File: config.mk
export PLATFORM = sky130hd
export DESIGN_NAME = control_sequencer_flat
export DESIGN_NICKNAME = d
export VERILOG_FILES = /design/src/rtl/cpu_ctrl_pkg.sv /design/src/rtl/control_sequencer_if.sv /design/src/rtl/gpr_onehot_decoder.sv /design/src/rtl/control_sequencer.sv /design/src/flat_wrapper.sv
export SDC_FILE = /design/constraint.sdc
export NUM_CORES = 1
export LEC_CHECK = 0
export CAP_MARGIN = 20
export CORE_MARGIN = 1.5
export CORE_UTILIZATION = 41
export CTS_BUF_LIST = sky130_fd_sc_hd__clkbuf_4 sky130_fd_sc_hd__clkbuf_8
export DETAILED_ROUTE_END_ITERATION = 7
export HOLD_SLACK_MARGIN = 0.15
export PLACE_DENSITY = 0.82
export RECOVER_POWER = 100
export SYNTH_ARGS = -nofsm -noshare
export SYNTH_HDL_FRONTEND = slang
export SYNTH_SLANG_ARGS = --single-unit
File: constraint.sdc
create_clock -name clk -period 2.9 [get_ports clk]
set_clock_uncertainty 0.05 [all_clocks]
set_input_delay 0.29 -clock clk [delete_from_list [all_inputs] [get_ports clk]]
set_output_delay 0.29 -clock clk [all_outputs]
set_load 0.05 [all_outputs]
File: src/rtl/cpu_ctrl_pkg.sv
// Shared definitions for the hardwired control sequencer and the bus encoder.
// Holds the opcode values, the bus source bit indices and the sequencer
// state type.
package cpu_ctrl_pkg;

    localparam logic [4:0] OP_LD   = 5'h00;
    localparam logic [4:0] OP_ST   = 5'h02;
    localparam logic [4:0] OP_ADD  = 5'h03;
    localparam logic [4:0] OP_SUB  = 5'h04;
    localparam logic [4:0] OP_AND  = 5'h05;
    localparam logic [4:0] OP_OR   = 5'h06;
    localparam logic [4:0] OP_MOVE = 5'h0A;
    localparam logic [4:0] OP_NOP  = 5'h1E;
    localparam logic [4:0] OP_HALT = 5'h1F;

    // Bus source indices; bits 15:0 are R0..R15.
    localparam int BUS_HI     = 16;
    localparam int BUS_LO     = 17;
    localparam int BUS_ZHIGH  = 18;
    localparam int BUS_ZLOW   = 19;
    localparam int BUS_PC     = 20;
    localparam int BUS_MDR    = 21;
    localparam int BUS_INPORT = 22;
    localparam int BUS_C      = 23;

    typedef enum logic [2:0] {
        ST_IDLE,
        ST_T0,
        ST_T1,
        ST_T2,
        ST_T3,
        ST_T4,
        ST_T5,
        ST_HALTED
    } seq_state_t;

    function automatic logic is_alu_op(input logic [4:0] op);
        return op inside {OP_ADD, OP_SUB, OP_AND, OP_OR};
    endfunction

endpackage

File: src/rtl/control_sequencer_if.sv
// Connection between the control sequencer and the datapath.
//   master: sequencer side (takes run/IR fields/mem_done, drives strobes)
//   slave : datapath side
// Signals: run, ir_opcode/ir_ra/ir_rb/ir_rc, mem_done in; bus_src, reg_in,
// load strobes, mem_read/mem_write, alu_op, illegal_op, mem_timeout, halted out.
interface control_sequencer_if;
    logic        run;
    logic [4:0]  ir_opcode;
    logic [3:0]  ir_ra;
    logic [3:0]  ir_rb;
    logic [3:0]  ir_rc;
    logic        mem_done;
    logic [23:0] bus_src;
    logic [15:0] reg_in;
    logic        pc_in;
    logic        inc_pc;
    logic        mar_in;
    logic        mdr_in;
    logic        ir_in;
    logic        y_in;
    logic        z_in;
    logic        mem_read;
    logic        mem_write;
    logic [4:0]  alu_op;
    logic        illegal_op;
    logic        mem_timeout;
    logic        halted;

    modport master (
        input  run, ir_opcode, ir_ra, ir_rb, ir_rc, mem_done,
        output bus_src, reg_in, pc_in, inc_pc, mar_in, mdr_in, ir_in, y_in, z_in,
               mem_read, mem_write, alu_op, illegal_op, mem_timeout, halted
    );

    modport slave (
        output run, ir_opcode, ir_ra, ir_rb, ir_rc, mem_done,
        input  bus_src, reg_in, pc_in, inc_pc, mar_in, mdr_in, ir_in, y_in, z_in,
               mem_read, mem_write, alu_op, illegal_op, mem_timeout, halted
    );
endinterface

File: src/rtl/gpr_onehot_decoder.sv
// 4-bit register index to 16-bit one-hot select, all zero when en=0.
// Ports: idx (register number), en (select enable), onehot (R0..R15 select).
module gpr_onehot_decoder (
    input  logic [3:0]  idx,
    input  logic        en,
    output logic [15:0] onehot
);
    always_comb begin
        onehot = '0;
        if (en) onehot[idx] = 1'b1;
    end
endmodule

File: src/rtl/control_sequencer.sv
// Hardwired fetch/execute control-step sequencer. Walks T0..T5 and issues the
// one-hot bus source vector plus register-load, ALU and memory strobes.
// Ports: clk, rst_n (async, active-low), ctrl (control_sequencer_if.master).
// Parameter MEM_WAIT_MAX: cycles a memory access may wait for mem_done.
//
// state     | meaning
// ST_IDLE   | parked, waiting for run
// ST_T0     | PC -> MAR, increment PC into Z
// ST_T1     | Zlow -> PC, instruction read, wait mem_done
// ST_T2     | MDR -> IR
// ST_T3     | execute step 1 (decode by opcode)
// ST_T4     | execute step 2 (LD waits mem_done here)
// ST_T5     | execute step 3 (ST waits mem_done here)
// ST_HALTED | stopped until reset
module control_sequencer
    import cpu_ctrl_pkg::*;
#(
    parameter int unsigned MEM_WAIT_MAX = 16
) (
    input  logic                clk,
    input  logic                rst_n,
    control_sequencer_if.master ctrl
);
    seq_state_t  state;
    seq_state_t  instr_done_state;
    logic [7:0]  wait_cnt;
    logic        mem_timeout_q;
    logic        op_alu, op_ld, op_st, op_move, op_nop, op_halt, op_known;
    logic        in_wait, wait_expired;
    logic [23:0] bus_special;
    logic [3:0]  gpr_idx;
    logic        gpr_src_en, gpr_load_en;
    logic [15:0] gpr_bus, gpr_load;

    assign op_alu   = is_alu_op(ctrl.ir_opcode);
    assign op_ld    = (ctrl.ir_opcode == OP_LD);
    assign op_st    = (ctrl.ir_opcode == OP_ST);
    assign op_move  = (ctrl.ir_opcode == OP_MOVE);
    assign op_nop   = (ctrl.ir_opcode == OP_NOP);
    assign op_halt  = (ctrl.ir_opcode == OP_HALT);
    assign op_known = op_alu | op_ld | op_st | op_move | op_nop | op_halt;

    assign in_wait = (state == ST_T1) || ((state == ST_T4) && op_ld) || ((state == ST_T5) && op_st);
    assign wait_expired = in_wait && !ctrl.mem_done && (wait_cnt >= 8'(MEM_WAIT_MAX - 1));
    assign instr_done_state = ctrl.run ? ST_T0 : ST_IDLE;

    always_ff @(posedge clk or negedge rst_n) begin
        if (!rst_n) begin
            state         <= ST_IDLE;
            wait_cnt      <= '0;
            mem_timeout_q <= 1'b0;
        end else begin
            mem_timeout_q <= 1'b0;
            // Held at zero outside wait states, so every wait starts from zero.
            if (!in_wait)
                wait_cnt <= '0;
            else if (!ctrl.mem_done && (wait_cnt != 8'hFF))
                wait_cnt <= wait_cnt + 8'd1;

            if (wait_expired) begin
                state         <= ST_IDLE;
                mem_timeout_q <= 1'b1;
            end else begin
                case (state)
                    ST_IDLE:   if (ctrl.run) state <= ST_T0;
                    ST_T0:     state <= ST_T1;
                    ST_T1:     if (ctrl.mem_done) state <= ST_T2;
                    ST_T2:     state <= ST_T3;
                    ST_T3: begin
                        if (op_halt)
                            state <= ST_HALTED;
                        else if (op_alu || op_ld || op_st)
                            state <= ST_T4;
                        else
                            state <= instr_done_state;
                    end
                    ST_T4:     if (!op_ld || ctrl.mem_done) state <= ST_T5;
                    ST_T5:     if (!op_st || ctrl.mem_done) state <= instr_done_state;
                    ST_HALTED: state <= ST_HALTED;
                    default:   state <= ST_IDLE;
                endcase
            end
        end
    end

    always_comb begin
        bus_special     = '0;
        gpr_idx         = ctrl.ir_rb;
        gpr_src_en      = 1'b0;
        gpr_load_en     = 1'b0;
        ctrl.pc_in      = 1'b0;
        ctrl.inc_pc     = 1'b0;
        ctrl.mar_in     = 1'b0;
        ctrl.mdr_in     = 1'b0;
        ctrl.ir_in      = 1'b0;
        ctrl.y_in       = 1'b0;
        ctrl.z_in       = 1'b0;
        ctrl.mem_read   = 1'b0;
        ctrl.mem_write  = 1'b0;
        ctrl.alu_op     = '0;
        ctrl.illegal_op = 1'b0;
        ctrl.halted     = 1'b0;
        case (state)
            ST_T0: begin
                bus_special[BUS_PC] = 1'b1;
                ctrl.mar_in = 1'b1;
                ctrl.inc_pc = 1'b1;
                ctrl.z_in   = 1'b1;
            end
            ST_T1: begin
                bus_special[BUS_ZLOW] = 1'b1;
                ctrl.pc_in    = 1'b1;
                ctrl.mem_read = 1'b1;
                ctrl.mdr_in   = 1'b1;
            end
            ST_T2: begin
                bus_special[BUS_MDR] = 1'b1;
                ctrl.ir_in = 1'b1;
            end
            ST_T3: begin
                if (op_alu) begin
                    gpr_src_en = 1'b1;
                    ctrl.y_in  = 1'b1;
                end else if (op_ld || op_st) begin
                    gpr_src_en  = 1'b1;
                    ctrl.mar_in = 1'b1;
                end else if (op_move) begin
                    gpr_src_en  = 1'b1;
                    gpr_load_en = 1'b1;
                end else if (!op_known) begin
                    ctrl.illegal_op = 1'b1;
                end
            end
            ST_T4: begin
                if (op_alu) begin
                    gpr_idx     = ctrl.ir_rc;
                    gpr_src_en  = 1'b1;
                    ctrl.z_in   = 1'b1;
                    ctrl.alu_op = ctrl.ir_opcode;
                end else if (op_ld) begin
                    ctrl.mem_read = 1'b1;
                    ctrl.mdr_in   = 1'b1;
                end else if (op_st) begin
                    gpr_idx     = ctrl.ir_ra;
                    gpr_src_en  = 1'b1;
                    ctrl.mdr_in = 1'b1;
                end
            end
            ST_T5: begin
                if (op_alu) begin
                    bus_special[BUS_ZLOW] = 1'b1;
                    gpr_load_en = 1'b1;
                end else if (op_ld) begin
                    bus_special[BUS_MDR] = 1'b1;
                    gpr_load_en = 1'b1;
                end else if (op_st) begin
                    ctrl.mem_write = 1'b1;
                end
            end
            ST_HALTED: ctrl.halted = 1'b1;
            default: ;
        endcase
    end

    // Only one of bus_special / gpr_src_en is ever active in a state, keeping bus_src one-hot.
    gpr_onehot_decoder u_bus_dec (
        .idx    (gpr_idx),
        .en     (gpr_src_en),
        .onehot (gpr_bus)
    );

    gpr_onehot_decoder u_load_dec (
        .idx    (ctrl.ir_ra),
        .en     (gpr_load_en),
        .onehot (gpr_load)
    );

    assign ctrl.bus_src     = bus_special | {8'h00, gpr_bus};
    assign ctrl.reg_in      = gpr_load;
    assign ctrl.mem_timeout = mem_timeout_q;
endmodule
File: src/flat_wrapper.sv
// flat-port wrapper written by rule: the top's interface ports become plain ports
module control_sequencer_flat import cpu_ctrl_pkg::*;
#(
    parameter int unsigned MEM_WAIT_MAX = 16
)
  (clk, rst_n, ctrl_run, ctrl_ir_opcode, ctrl_ir_ra, ctrl_ir_rb, ctrl_ir_rc, ctrl_mem_done, ctrl_bus_src, ctrl_reg_in, ctrl_pc_in, ctrl_inc_pc, ctrl_mar_in, ctrl_mdr_in, ctrl_ir_in, ctrl_y_in, ctrl_z_in, ctrl_mem_read, ctrl_mem_write, ctrl_alu_op, ctrl_illegal_op, ctrl_mem_timeout, ctrl_halted);
  control_sequencer_if ctrl_i ();
  input  logic clk;
  input  logic rst_n;
  input wire logic [$bits(ctrl_i.run)-1:0] ctrl_run;
  input wire logic [$bits(ctrl_i.ir_opcode)-1:0] ctrl_ir_opcode;
  input wire logic [$bits(ctrl_i.ir_ra)-1:0] ctrl_ir_ra;
  input wire logic [$bits(ctrl_i.ir_rb)-1:0] ctrl_ir_rb;
  input wire logic [$bits(ctrl_i.ir_rc)-1:0] ctrl_ir_rc;
  input wire logic [$bits(ctrl_i.mem_done)-1:0] ctrl_mem_done;
  output wire logic [$bits(ctrl_i.bus_src)-1:0] ctrl_bus_src;
  output wire logic [$bits(ctrl_i.reg_in)-1:0] ctrl_reg_in;
  output wire logic [$bits(ctrl_i.pc_in)-1:0] ctrl_pc_in;
  output wire logic [$bits(ctrl_i.inc_pc)-1:0] ctrl_inc_pc;
  output wire logic [$bits(ctrl_i.mar_in)-1:0] ctrl_mar_in;
  output wire logic [$bits(ctrl_i.mdr_in)-1:0] ctrl_mdr_in;
  output wire logic [$bits(ctrl_i.ir_in)-1:0] ctrl_ir_in;
  output wire logic [$bits(ctrl_i.y_in)-1:0] ctrl_y_in;
  output wire logic [$bits(ctrl_i.z_in)-1:0] ctrl_z_in;
  output wire logic [$bits(ctrl_i.mem_read)-1:0] ctrl_mem_read;
  output wire logic [$bits(ctrl_i.mem_write)-1:0] ctrl_mem_write;
  output wire logic [$bits(ctrl_i.alu_op)-1:0] ctrl_alu_op;
  output wire logic [$bits(ctrl_i.illegal_op)-1:0] ctrl_illegal_op;
  output wire logic [$bits(ctrl_i.mem_timeout)-1:0] ctrl_mem_timeout;
  output wire logic [$bits(ctrl_i.halted)-1:0] ctrl_halted;
  assign ctrl_i.run = ctrl_run;
  assign ctrl_i.ir_opcode = ctrl_ir_opcode;
  assign ctrl_i.ir_ra = ctrl_ir_ra;
  assign ctrl_i.ir_rb = ctrl_ir_rb;
  assign ctrl_i.ir_rc = ctrl_ir_rc;
  assign ctrl_i.mem_done = ctrl_mem_done;
  assign ctrl_bus_src = ctrl_i.bus_src;
  assign ctrl_reg_in = ctrl_i.reg_in;
  assign ctrl_pc_in = ctrl_i.pc_in;
  assign ctrl_inc_pc = ctrl_i.inc_pc;
  assign ctrl_mar_in = ctrl_i.mar_in;
  assign ctrl_mdr_in = ctrl_i.mdr_in;
  assign ctrl_ir_in = ctrl_i.ir_in;
  assign ctrl_y_in = ctrl_i.y_in;
  assign ctrl_z_in = ctrl_i.z_in;
  assign ctrl_mem_read = ctrl_i.mem_read;
  assign ctrl_mem_write = ctrl_i.mem_write;
  assign ctrl_alu_op = ctrl_i.alu_op;
  assign ctrl_illegal_op = ctrl_i.illegal_op;
  assign ctrl_mem_timeout = ctrl_i.mem_timeout;
  assign ctrl_halted = ctrl_i.halted;
  control_sequencer #(.MEM_WAIT_MAX(MEM_WAIT_MAX)) u_core (.clk(clk), .rst_n(rst_n), .ctrl(ctrl_i));
endmodule
==> flow_metrics.tcl <==
set metrics [dict create \
    status "finished clean" \
    path_max_fanout 10 \
    grt.busiest_layer "met2" \
    cts_made_buffers 3 \
    reg2reg_slack_ps 780 \
    period_share_pct 99.9 \
    tns_ps 0 \
    io_buffers 70 \
    p_per_area_nw_per_um2 483 \
    cp_data_arrival_time_ps 2560 \
    ys_seq_area_share_pct 19.4 \
    startpoint_type "input port" \
    tightest_slew_ps 636 \
    synth_top_area_cell "dfrtp_1" \
    final_max_slew_viol_count 0 \
    yosys_most_used_dff "dfrtp_1" \
    crit_type "input port to primary output" \
    fmax_ghz 0.345 \
    drive_gt1_share_pct 30.1 \
    overflow 0 \
    required_ps 2560 \
    ctsHoldBuffers 0 \
    syn-instance-count 210 \
    die_y_um 64.5 \
    use_met3_pct 3.82 \
    antenna_found_initial 0 \
    grt_use_total_pct 24.7 \
    finalNetCount 305 \
    wl_um 5630 \
    use_met1_pct 30.2 \
    place_inst 325 \
    drt_first_iter_violations 96 \
    cts.clk_slew.worst_paths_ps 50 \
    grt_first_pass_wirelength_um 8310 \
    dp_hpwl_um 4170 \
    vias_per_cell 5.74 \
    yosys_warnings 0 \
    clockBufferDepth 2 \
    antenna_cells 0 \
    ys_seq_elements 12 \
    finalPower_uw 1300 \
    use_met2_pct 44.4 \
    vias 1895 \
    relSlewSlack_pct 57.8 \
    synth_most_common_cell "nor2_1" \
    cts.htree.levels 1 \
    cts_sinks 12 \
    end_kind "primary output" \
    drcViolationCount 0 \
    cts_tree "built" \
    first_pass_iters 4 \
    pre_cts_ws_ps -4.61 \
    drv_cap 0 \
    yosysUniqueCellTypes 61 \
    wl_per_cell_um 17.1 \
    hold_viol_final 0 \
    ant_nets 0 \
    setup_viol 0 \
    synthesis.area_sq_um 1550 \
    io_pins 78 \
    async_reset_ff_share_pct 100 \
    grt_pass1_vias 1801 \
    grt_max_degree 18 \
    yosys-top-cells-area "dfrtp_1 (19%), nor2_1 (11%), nor3_1 (4.2%)" \
    core-area_sq_um 3630 \
    yosys.area.top_type_share_pct 19.4 \
    synth_top_cells_by_count "nor2_1 (47), nand2_1 (15), nor3_1 (13)" \
    instances_no_fill 330 \
    rows 22 \
    period_needed_ps 2900 \
    avgSynthCellArea_sq_um 7.38 \
    layout_setup_ws_ps 3.70 \
    hold_class "input port to async pin" \
    clkLatencyLatePin_ps 250 \
    start_util_pct 42.7 \
    ir_drop_v 0.000360 \
    area.growth.synth_to_final_pct 73.8 \
    dieArea_sq_um 4160 \
    cellLeakagePower_uw 0.00108 \
    fin_util_pct 74.2 \
    gp_congestion 0.839 \
    rsz0062_at_grt "yes" \
    synth_edf_count 0 \
    cts_root_buf "clkbuf_8" \
    die_width_um 64.5 \
]
-- cell usage in the layout (no fill, tap or decap), types with 2 or more instances in the layout --
cell type / count
clkdlybuf4s50_1: 17
nor2_2: 5
dlymetal6s2s_1: 2
nor3_2: 5
o221a_2: 2
nand2_1: 15
dfrtp_1: 11
nor2_1: 42
or2_2: 2
conb_1: 7
and3b_1: 2
nand2b_1: 6
a21oi_1: 3
nor3_1: 8
nand3_1: 4
clkbuf_1: 7
nand4b_1: 2
dlygate4sd3_1: 7
or4_1: 3
buf_4: 14
and2_1: 4
mux2i_1: 3
nand3b_1: 3
xor2_1: 5
nand4_1: 5
nand3_2: 4
clkbuf_2: 4
and3_1: 5
clkbuf_8: 4
o22ai_1: 3
xnor2_1: 2
inv_1: 4
o21a_1: 2
o41ai_2: 2
o211ai_1: 2
buf_12: 32
o21ai_0: 3
-- layout make-up --
class,count,area (sq um)
Tap cell,48,60.1
Clock buffer,4,55.1
Fill cell,265,938
Sequential cell,12,302
Multi-Input combinational cell,178,1190
Timing Repair Buffer,84,1080
Inverter,4,15.0
-- final timing paths --
kind	from	end	depth (start not counted)
worst max-delay path	ctrl_ir_opcode[0]	ctrl_reg_in[4]	8
worst min-delay path	rst_n	u_core.wait_cnt[6]	1
worst max register to register	u_core.state[0]	u_core.state[2]	6
worst min register to register	u_core.wait_cnt[1]	u_core.wait_cnt[1]	2
max in group asynchronous	rst_n	u_core.state[0]	1
min in group clk	u_core.wait_cnt[1]	u_core.wait_cnt[1]	2
-- per-layer routing --
layer | part of all wire [%] | routed length [um]
met5 | 0 | 0
met1 | 40 | 2270
met2 | 53 | 3010
met4 | 1.3 | 74
met3 | 4.9 | 275
-- what timing repair did --
item                                    CTS  global route
gates cloned                              0             0
resized for setup                         1            21
setup buffers                             0             1
pin swaps                                 0             4
endpoints found under the setup margin    1            27
-- sequential cells by signal, summed over array words and instances, names as in the netlist --
name and flops:
u_core.ctrl.mem_timeout 1, u_core.state 3, u_core.wait_cnt 8
-- through the flow --
step	instance area [sq um]	hold WS (ps)
2_1_floorplan	1570	-55.6
3_3_place_gp	2710	481
3_5_place_dp	2710	511
4_1_cts	2770	360
5_1_grt	2700	455
6_report	2700	417
-- worst max-delay path: stages --
cell and delay [ps]:
clkdlybuf4s50_1 500, buf_4 220, maj3_1 350, o32ai_1 280
buf_4 190, nand4b_1 220, nor3_2 320, buf_12 180
-- report_power, final --
part	internal [uW]	switching, uW	total, uW
sequential	194	27.7	222
clock	120	63.0	183
combinational	284	612	896
total	598	703	1300
-- kinds of logic after synthesis --
logic type               Yosys count  share of synthesized area, %
AO/OA/AOI/OAI                     38                          22.9
XOR/XNOR                           7                          3.95
adder cells (fa/ha/maj)            2                          1.45
buffers and inverters             26                          9.77
flip-flops                        12                          19.4
multiplexers                       3                          1.94
other                              1                         0.242
AND/OR/NAND/NOR                  121                          40.4
No activity file was read; power rests on OpenSTA's default activity.
